### src/rtl/branch_predictor_if.sv
// Fetch/execute-side signal bundle for the branch predictor.
// master = fetch/execute pipeline, slave = predictor.
interface branch_predictor_if;
  logic        if_vld;
  logic [31:0] if_pc;
  logic        if_stall;
  logic        alu_branch;
  logic        alu_call;
  logic        alu_return;
  logic        alu_taken;
  logic        alu_flush;
  logic [31:0] alu_target;
  logic [31:0] alu_pc;
  logic        bp_vld;
  logic        bp_taken;
  logic [31:0] bp_target;
  logic [31:0] bp_pc;
  logic        fetch_redirect;
  logic [31:0] fetch_redirect_pc;
  logic [15:0] bp_miss_cnt;

  modport master (
    output if_vld, if_pc, if_stall,
    output alu_branch, alu_call, alu_return, alu_taken, alu_flush, alu_target, alu_pc,
    input  bp_vld, bp_taken, bp_target, bp_pc,
    input  fetch_redirect, fetch_redirect_pc, bp_miss_cnt
  );

  modport slave (
    input  if_vld, if_pc, if_stall,
    input  alu_branch, alu_call, alu_return, alu_taken, alu_flush, alu_target, alu_pc,
    output bp_vld, bp_taken, bp_target, bp_pc,
    output fetch_redirect, fetch_redirect_pc, bp_miss_cnt
  );
endinterface

### src/rtl/branch_predictor.sv
// Direct-mapped BTB with 2-bit counters plus a circular return-address stack.
// One-cycle registered prediction; execute-stage resolution trains the tables.
module branch_predictor #(
  parameter int ENTRIES   = 16,
  parameter int RAS_DEPTH = 4
) (
  input logic               CLK,
  input logic               RSTN,
  branch_predictor_if.slave bp
);
  localparam int IW = $clog2(ENTRIES);
  localparam int TW = 30 - IW;
  localparam int RW = $clog2(RAS_DEPTH);
  localparam logic [RW:0] RAS_FULL = (RW+1)'(RAS_DEPTH);

  localparam logic [1:0] T_BR   = 2'd0;
  localparam logic [1:0] T_JMP  = 2'd1;
  localparam logic [1:0] T_CALL = 2'd2;
  localparam logic [1:0] T_RET  = 2'd3;

  // BTB storage
  logic [ENTRIES-1:0]         btb_v;
  logic [ENTRIES-1:0][TW-1:0] btb_tag;
  logic [ENTRIES-1:0][31:0]   btb_tgt;
  logic [ENTRIES-1:0][1:0]    btb_cnt;
  logic [ENTRIES-1:0][1:0]    btb_typ;

  // RAS storage: ras_tp is the next free slot, so the top lives at ras_tp-1
  logic [RAS_DEPTH-1:0][31:0] ras;
  logic [RW-1:0]              ras_tp;
  logic [RW-1:0]              ras_top_idx;
  logic [RW:0]                ras_cnt;
  logic                       ras_empty;
  logic [31:0]                ras_top;

  // lookup path
  logic [IW-1:0] rd_idx;
  logic [TW-1:0] rd_tag;
  logic          rd_hit;
  logic          pred_taken;
  logic [31:0]   pred_tgt;

  // update path
  logic [IW-1:0] wr_idx;
  logic [TW-1:0] wr_tag;
  logic          wr_hit;
  logic [1:0]    new_cnt;
  logic [1:0]    new_typ;
  logic [31:0]   link_pc;

  // registered prediction
  logic        bp_vld_q;
  logic        bp_taken_q;
  logic [31:0] bp_target_q;
  logic [31:0] bp_pc_q;
  logic [15:0] miss_cnt_q;

  logic unused_ok;
  assign unused_ok = ^{bp.if_pc[1:0], bp.alu_pc[1:0]};

  assign ras_top_idx = ras_tp - 1'b1;
  assign ras_empty   = (ras_cnt == '0);
  assign ras_top     = ras[ras_top_idx];

  assign rd_idx = bp.if_pc[IW+1:2];
  assign rd_tag = bp.if_pc[31:IW+2];
  assign rd_hit = btb_v[rd_idx] && (btb_tag[rd_idx] == rd_tag);

  always_comb begin
    pred_taken = rd_hit && ((btb_typ[rd_idx] != T_BR) || btb_cnt[rd_idx][1]);
    pred_tgt   = bp.if_pc + 32'd4;
    if (rd_hit) begin
      if ((btb_typ[rd_idx] == T_RET) && !ras_empty) pred_tgt = ras_top;
      else                                          pred_tgt = btb_tgt[rd_idx];
    end
  end

  assign wr_idx  = bp.alu_pc[IW+1:2];
  assign wr_tag  = bp.alu_pc[31:IW+2];
  assign wr_hit  = btb_v[wr_idx] && (btb_tag[wr_idx] == wr_tag);
  assign link_pc = bp.alu_pc + 32'd4;

  always_comb begin
    new_cnt = bp.alu_taken ? 2'd2 : 2'd1;
    if (wr_hit) begin
      if (bp.alu_taken) new_cnt = (btb_cnt[wr_idx] == 2'd3) ? 2'd3 : btb_cnt[wr_idx] + 2'd1;
      else              new_cnt = (btb_cnt[wr_idx] == 2'd0) ? 2'd0 : btb_cnt[wr_idx] - 2'd1;
    end
    // an already-saturated or already-JMP taken branch is promoted to unconditional
    if (bp.alu_return)    new_typ = T_RET;
    else if (bp.alu_call) new_typ = T_CALL;
    else if (bp.alu_taken && wr_hit &&
             ((btb_cnt[wr_idx] == 2'd3) || (btb_typ[wr_idx] == T_JMP)))
                          new_typ = T_JMP;
    else                  new_typ = T_BR;
  end

  always_ff @(posedge CLK) begin
    if (!RSTN) begin
      btb_v   <= '0;
      btb_cnt <= '0;
    end else if (bp.alu_branch) begin
      btb_v[wr_idx]   <= 1'b1;
      btb_cnt[wr_idx] <= new_cnt;
    end
  end

  always_ff @(posedge CLK) begin
    if (RSTN && bp.alu_branch) begin
      btb_tag[wr_idx] <= wr_tag;
      btb_tgt[wr_idx] <= bp.alu_target;
      btb_typ[wr_idx] <= new_typ;
    end
  end

  // circular stack: pushing when full simply wraps over the oldest slot
  always_ff @(posedge CLK) begin
    if (!RSTN) begin
      ras_cnt <= '0;
      ras_tp  <= '0;
    end else begin
      case ({bp.alu_call, bp.alu_return})
        2'b10: begin
          ras[ras_tp] <= link_pc;
          ras_tp      <= ras_tp + 1'b1;
          if (ras_cnt != RAS_FULL) ras_cnt <= ras_cnt + 1'b1;
        end
        2'b01: begin
          if (!ras_empty) begin
            ras_tp  <= ras_top_idx;
            ras_cnt <= ras_cnt - 1'b1;
          end
        end
        2'b11: begin
          if (ras_empty) begin
            ras[ras_tp] <= link_pc;
            ras_tp      <= ras_tp + 1'b1;
            ras_cnt     <= ras_cnt + 1'b1;
          end else begin
            ras[ras_top_idx] <= link_pc;
          end
        end
        default: ;
      endcase
    end
  end

  always_ff @(posedge CLK) begin
    if (!RSTN) begin
      bp_vld_q    <= 1'b0;
      bp_taken_q  <= 1'b0;
      bp_target_q <= '0;
      bp_pc_q     <= '0;
    end else begin
      if (!bp.if_stall) begin
        bp_vld_q    <= bp.if_vld;
        bp_pc_q     <= bp.if_pc;
        bp_taken_q  <= pred_taken;
        bp_target_q <= pred_tgt;
      end
      // flush kills the in-flight prediction even while fetch is frozen
      if (bp.alu_flush) begin
        bp_vld_q   <= 1'b0;
        bp_taken_q <= 1'b0;
      end
    end
  end

  always_ff @(posedge CLK) begin
    if (!RSTN)                                   miss_cnt_q <= '0;
    else if (bp.alu_flush && (miss_cnt_q != '1)) miss_cnt_q <= miss_cnt_q + 16'd1;
  end

  assign bp.bp_vld            = bp_vld_q;
  assign bp.bp_taken          = bp_taken_q;
  assign bp.bp_target         = bp_target_q;
  assign bp.bp_pc             = bp_pc_q;
  assign bp.bp_miss_cnt       = miss_cnt_q;
  assign bp.fetch_redirect    = bp.alu_flush;
  assign bp.fetch_redirect_pc = bp.alu_taken ? bp.alu_target : link_pc;
endmodule

### src/flat_wrapper.sv
// flat-port wrapper written by rule: the top's interface ports become plain ports
module branch_predictor_flat 
#(
  parameter int ENTRIES   = 16,
  parameter int RAS_DEPTH = 4
)
  (CLK, RSTN, bp_if_vld, bp_if_pc, bp_if_stall, bp_alu_branch, bp_alu_call, bp_alu_return, bp_alu_taken, bp_alu_flush, bp_alu_target, bp_alu_pc, bp_bp_vld, bp_bp_taken, bp_bp_target, bp_bp_pc, bp_fetch_redirect, bp_fetch_redirect_pc, bp_bp_miss_cnt);
  branch_predictor_if bp_i ();
  input logic CLK;
  input logic RSTN;
  input wire logic [$bits(bp_i.if_vld)-1:0] bp_if_vld;
  input wire logic [$bits(bp_i.if_pc)-1:0] bp_if_pc;
  input wire logic [$bits(bp_i.if_stall)-1:0] bp_if_stall;
  input wire logic [$bits(bp_i.alu_branch)-1:0] bp_alu_branch;
  input wire logic [$bits(bp_i.alu_call)-1:0] bp_alu_call;
  input wire logic [$bits(bp_i.alu_return)-1:0] bp_alu_return;
  input wire logic [$bits(bp_i.alu_taken)-1:0] bp_alu_taken;
  input wire logic [$bits(bp_i.alu_flush)-1:0] bp_alu_flush;
  input wire logic [$bits(bp_i.alu_target)-1:0] bp_alu_target;
  input wire logic [$bits(bp_i.alu_pc)-1:0] bp_alu_pc;
  output wire logic [$bits(bp_i.bp_vld)-1:0] bp_bp_vld;
  output wire logic [$bits(bp_i.bp_taken)-1:0] bp_bp_taken;
  output wire logic [$bits(bp_i.bp_target)-1:0] bp_bp_target;
  output wire logic [$bits(bp_i.bp_pc)-1:0] bp_bp_pc;
  output wire logic [$bits(bp_i.fetch_redirect)-1:0] bp_fetch_redirect;
  output wire logic [$bits(bp_i.fetch_redirect_pc)-1:0] bp_fetch_redirect_pc;
  output wire logic [$bits(bp_i.bp_miss_cnt)-1:0] bp_bp_miss_cnt;
  assign bp_i.if_vld = bp_if_vld;
  assign bp_i.if_pc = bp_if_pc;
  assign bp_i.if_stall = bp_if_stall;
  assign bp_i.alu_branch = bp_alu_branch;
  assign bp_i.alu_call = bp_alu_call;
  assign bp_i.alu_return = bp_alu_return;
  assign bp_i.alu_taken = bp_alu_taken;
  assign bp_i.alu_flush = bp_alu_flush;
  assign bp_i.alu_target = bp_alu_target;
  assign bp_i.alu_pc = bp_alu_pc;
  assign bp_bp_vld = bp_i.bp_vld;
  assign bp_bp_taken = bp_i.bp_taken;
  assign bp_bp_target = bp_i.bp_target;
  assign bp_bp_pc = bp_i.bp_pc;
  assign bp_fetch_redirect = bp_i.fetch_redirect;
  assign bp_fetch_redirect_pc = bp_i.fetch_redirect_pc;
  assign bp_bp_miss_cnt = bp_i.bp_miss_cnt;
  branch_predictor #(.ENTRIES(ENTRIES), .RAS_DEPTH(RAS_DEPTH)) u_core (.CLK(CLK), .RSTN(RSTN), .bp(bp_i));
endmodule
### config.mk
export PLATFORM = sky130hd
export DESIGN_NAME = branch_predictor_flat
export DESIGN_NICKNAME = d
export VERILOG_FILES = /design/src/rtl/branch_predictor_if.sv /design/src/rtl/branch_predictor.sv /design/src/flat_wrapper.sv
export SDC_FILE = /design/constraint.sdc
export NUM_CORES = 2
export LEC_CHECK = 0
export ABC_AREA = 1
export CAP_MARGIN = 20
export CORE_MARGIN = 10
export CORE_UTILIZATION = 42
export DETAILED_ROUTE_END_ITERATION = 6
export PLACE_DENSITY = 0.71
export SLEW_MARGIN = 10
export SYNTH_ARGS = -nofsm -noshare
export SYNTH_HDL_FRONTEND = slang
export SYNTH_SLANG_ARGS = --single-unit
### constraint.sdc
create_clock -name CLK -period 5.54 [get_ports CLK]
set_input_delay 1.108 -clock CLK [delete_from_list [all_inputs] [get_ports CLK]]
set_output_delay 1.108 -clock CLK [all_outputs]
set_load 0.02 [all_outputs]
==> results.txt <==
FILL cells = 12,750
clock skew = 0.02531 ns
WP data required = 4.43 ns
top-count cell post-synth = nand2_1
CTS root buf = clkbuf_16
nets@finish = 7,038
DRC = 0
Post-Syn Area = 60,180 um2
hpwl dp = 127.0 mm
largest area contributor in the netlist = edfxtp_1
hold_buf cts = 0
Syn Area/Cell = 8.879 um2
DIE AREA = 158,800 um2
final setup violation count = 0
RSZ-0062 raised after global routing = yes
Power Total = 23.43 mW
CP max FO = 19
Pwr Density = 337.5 nW/um2
Slew Limit Fails = 0
Max-slew headroom = 0.2215
grt total ovfl = 0
Unique masters post-synth = 47
ANT nets after route = 0
WL final = 206.4 mm
Core Area = 141,900 um2
FMAX = 181.4 MHz
final hold viol count = 0
Initial DRT Pass Iterations = 7
Hold Crit Class = flop to flop
first-pass GRT wire length = 301.8 mm
YS warnings = 0
TritonCTS clock tree = done
Area growth syn-to-layout = 15.38%
Yosys reg bits = 1,223
Seq. cell area = 35,380 um2
EDFF count, synth = 1,088
Rows = 138
gr usage total = 0.2504
initial antenna violation count = 15
Initial Util = 0.4240
Synth area leaders = edfxtp_1 (54%), nand2_1 (11%), o21ai_0 (5.3%), inv_1 (4.7%), dfxtp_1 (4.5%)
status = complete, no violations
Ports = 220
die span in x = 398.5 um
number of global-route vias before repair = 47,450
CTS buffer count = 134
layout cells sized above 1 = 0.06806
Peak VDD IR = 0.0003317 V
ys async rst share = 0
Clock transition at path regs = 0.06 ns
Critical Path Source Type = primary input
PortBufs = 219
Max Cap Violations = 0
syn nets = 6,894
multi-input logic area = 20,190 um2
Worst-Margin Slew = 1.166 ns
Vias = 51,090
most used flip-flop cell after synthesis = edfxtp_1
post-synth top area share = 0.5429
DRT iter0 DRCs = 7,862
H-Tree Depth = 4
synth cell count leaders = nand2_1 (1,754), edfxtp_1 (1,088), inv_1 (746), nor2_1 (683), o21ai_0 (639)
Sum Neg Setup Slack = 0 ns
largest net degree at the start of global routing = 193
endpoint class of the critical path = output pin
Leakage = 27.85 nW
Chip Height = 398.5 um
Final period util = 0.9950
WL/cell = 23.14 um
clock period minus worst slack = 5.512 ns
post-layout util = 0.4893
CTS Sinks = 1,223
crit path kind = primary input to output pin
vias per cell = 5.727
Syn Inst Count = 6,778
clk buf depth = 3
number of setup buffers added after CTS = 0
gpl congestion = 0.9382
Worst-Skew Late Latency = 0.76 ns
register area share after synthesis = 0.5878
arrival time worst endpoint = 4.40 ns
[worst max-delay path: stages]
cell and delay (ns):
clkdlybuf4s50_1 0.60, buf_4 0.32, inv_1 0.13, nor4_1 0.35
nand3_1 0.19, nor4_1 0.28, buf_4 0.19, or2_2 0.14
nand3_1 0.21, nand2_1 0.23, clkdlybuf4s50_1 0.64
[layout make-up]
class	instances	area share
clock buffer	162	0.05060
clock inverter	75	0.01096
sequential	1223	0.5094
timing repair buffer	431	0.06254
multi-input combinational	4373	0.2907
inverter	759	0.04141
tap	1890	0.03405
antenna	8	0.0002883
[layout by cell type, fill, tap and decap left out, drive strengths merged]
master | synthesis | layout
ha | 10 | 10
clkinv | 4 | 61
buf | 197 | 224
a31oi | 3 | 3
nor2 | 691 | 691
o221a | 1 | 1
a2bb2oi | 1 | 1
o21a | 8 | 8
dfxtp | 135 | 135
o21bai | 2 | 2
or2 | 5 | 5
o21ai | 700 | 700
o22ai | 180 | 180
clkinvlp | 0 | 3
nand2 | 1758 | 1758
inv | 755 | 760
clkdlybuf4s15 | 0 | 1
a21oi | 230 | 230
clkdlybuf4s50 | 0 | 200
nand3 | 499 | 499
o221ai | 48 | 48
fa | 1 | 1
a22o | 6 | 6
o31ai | 2 | 2
nand4 | 18 | 18
o211ai | 112 | 112
nor3 | 39 | 39
nor4 | 11 | 11
bufinv | 0 | 10
or4 | 1 | 1
and3 | 1 | 1
diode | 0 | 8
edfxtp | 1088 | 1088
dlymetal6s2s | 0 | 4
xor2 | 46 | 46
clkbuf | 226 | 164
[kinds of logic (layout without fill, tap and decap cells)]
kind of cell	Yosys count	count (layout)	share of synthesized area
AO/OA/AOI/OAI	1293	1293	0.1204
other	0	8	0
AND/OR/NAND/NOR	3023	3023	0.2031
buffers and inverters	1182	1427	0.07950
XOR/XNOR	46	46	0.006819
flip-flops	1223	1223	0.5878
adder cells (fa/ha/maj)	11	11	0.002412
[routing by layer]
layer	track usage	vias to the layer above	part of all wire
met4	0.1542	8	0.063
li1	-	23080	-
met1	0.3219	24080	0.37
met5	0	-	0.00025
met3	0.05673	588	0.12
met2	0.3831	3338	0.45
[stage by stage]
stage	worst slack (ns)	hold WS (ns)	instance area [um2]	std cells
finish	0.02774	0.4691	69440	8921
floorplan	0.2316	0.4452	60200	6778
global route	-0.008851	0.5025	69440	8920
detailed placement	0.03252	0.4647	65080	8673
global placement	-0.02665	0.4512	65080	8673
CTS	0.05179	0.4724	69360	8910
[power by group]
part	leakage, nW	switching [mW]	internal, mW
clock	2.07	3.77	5.02
sequential	11.0	0.120	10.5
combinational	14.8	2.84	1.21
[worst paths after layout]
check | from | slack [ns] | cells after the start | to
setup / recovery | bp_alu_pc[7] | 0.03 | 11 | bp_fetch_redirect_pc[30]
hold / removal | u_core.bp.bp_taken | 0.47 | 2 | u_core.bp.bp_taken
setup reg to reg | u_core.ras_tp[0] | 1.87 | 15 | u_core.bp.bp_target[29]
hold reg to reg | u_core.bp.bp_taken | 0.47 | 2 | u_core.bp.bp_taken
[flip-flops by register name (all words and copies together), names as in the netlist]
signal / cells
u_core.bp.bp_vld: 1
u_core.btb_tag: 416
u_core.bp.bp_target: 32
u_core.ras_cnt: 3
u_core.bp.bp_miss_cnt: 16
u_core.ras_tp: 2
u_core.btb_v: 16
u_core.btb_tgt: 512
u_core.btb_cnt: 32
u_core.btb_typ: 32
u_core.ras: 128
u_core.bp.bp_pc: 32
u_core.bp.bp_taken: 1
[timing repair]
item / 4_1_cts / 5_1_grt
gates resized for setup: 2 / 8
hold endpoints to repair: 0 / 0
endpoints found under the setup margin: 1 / 3
No activity file was read; power rests on OpenSTA's default activity.
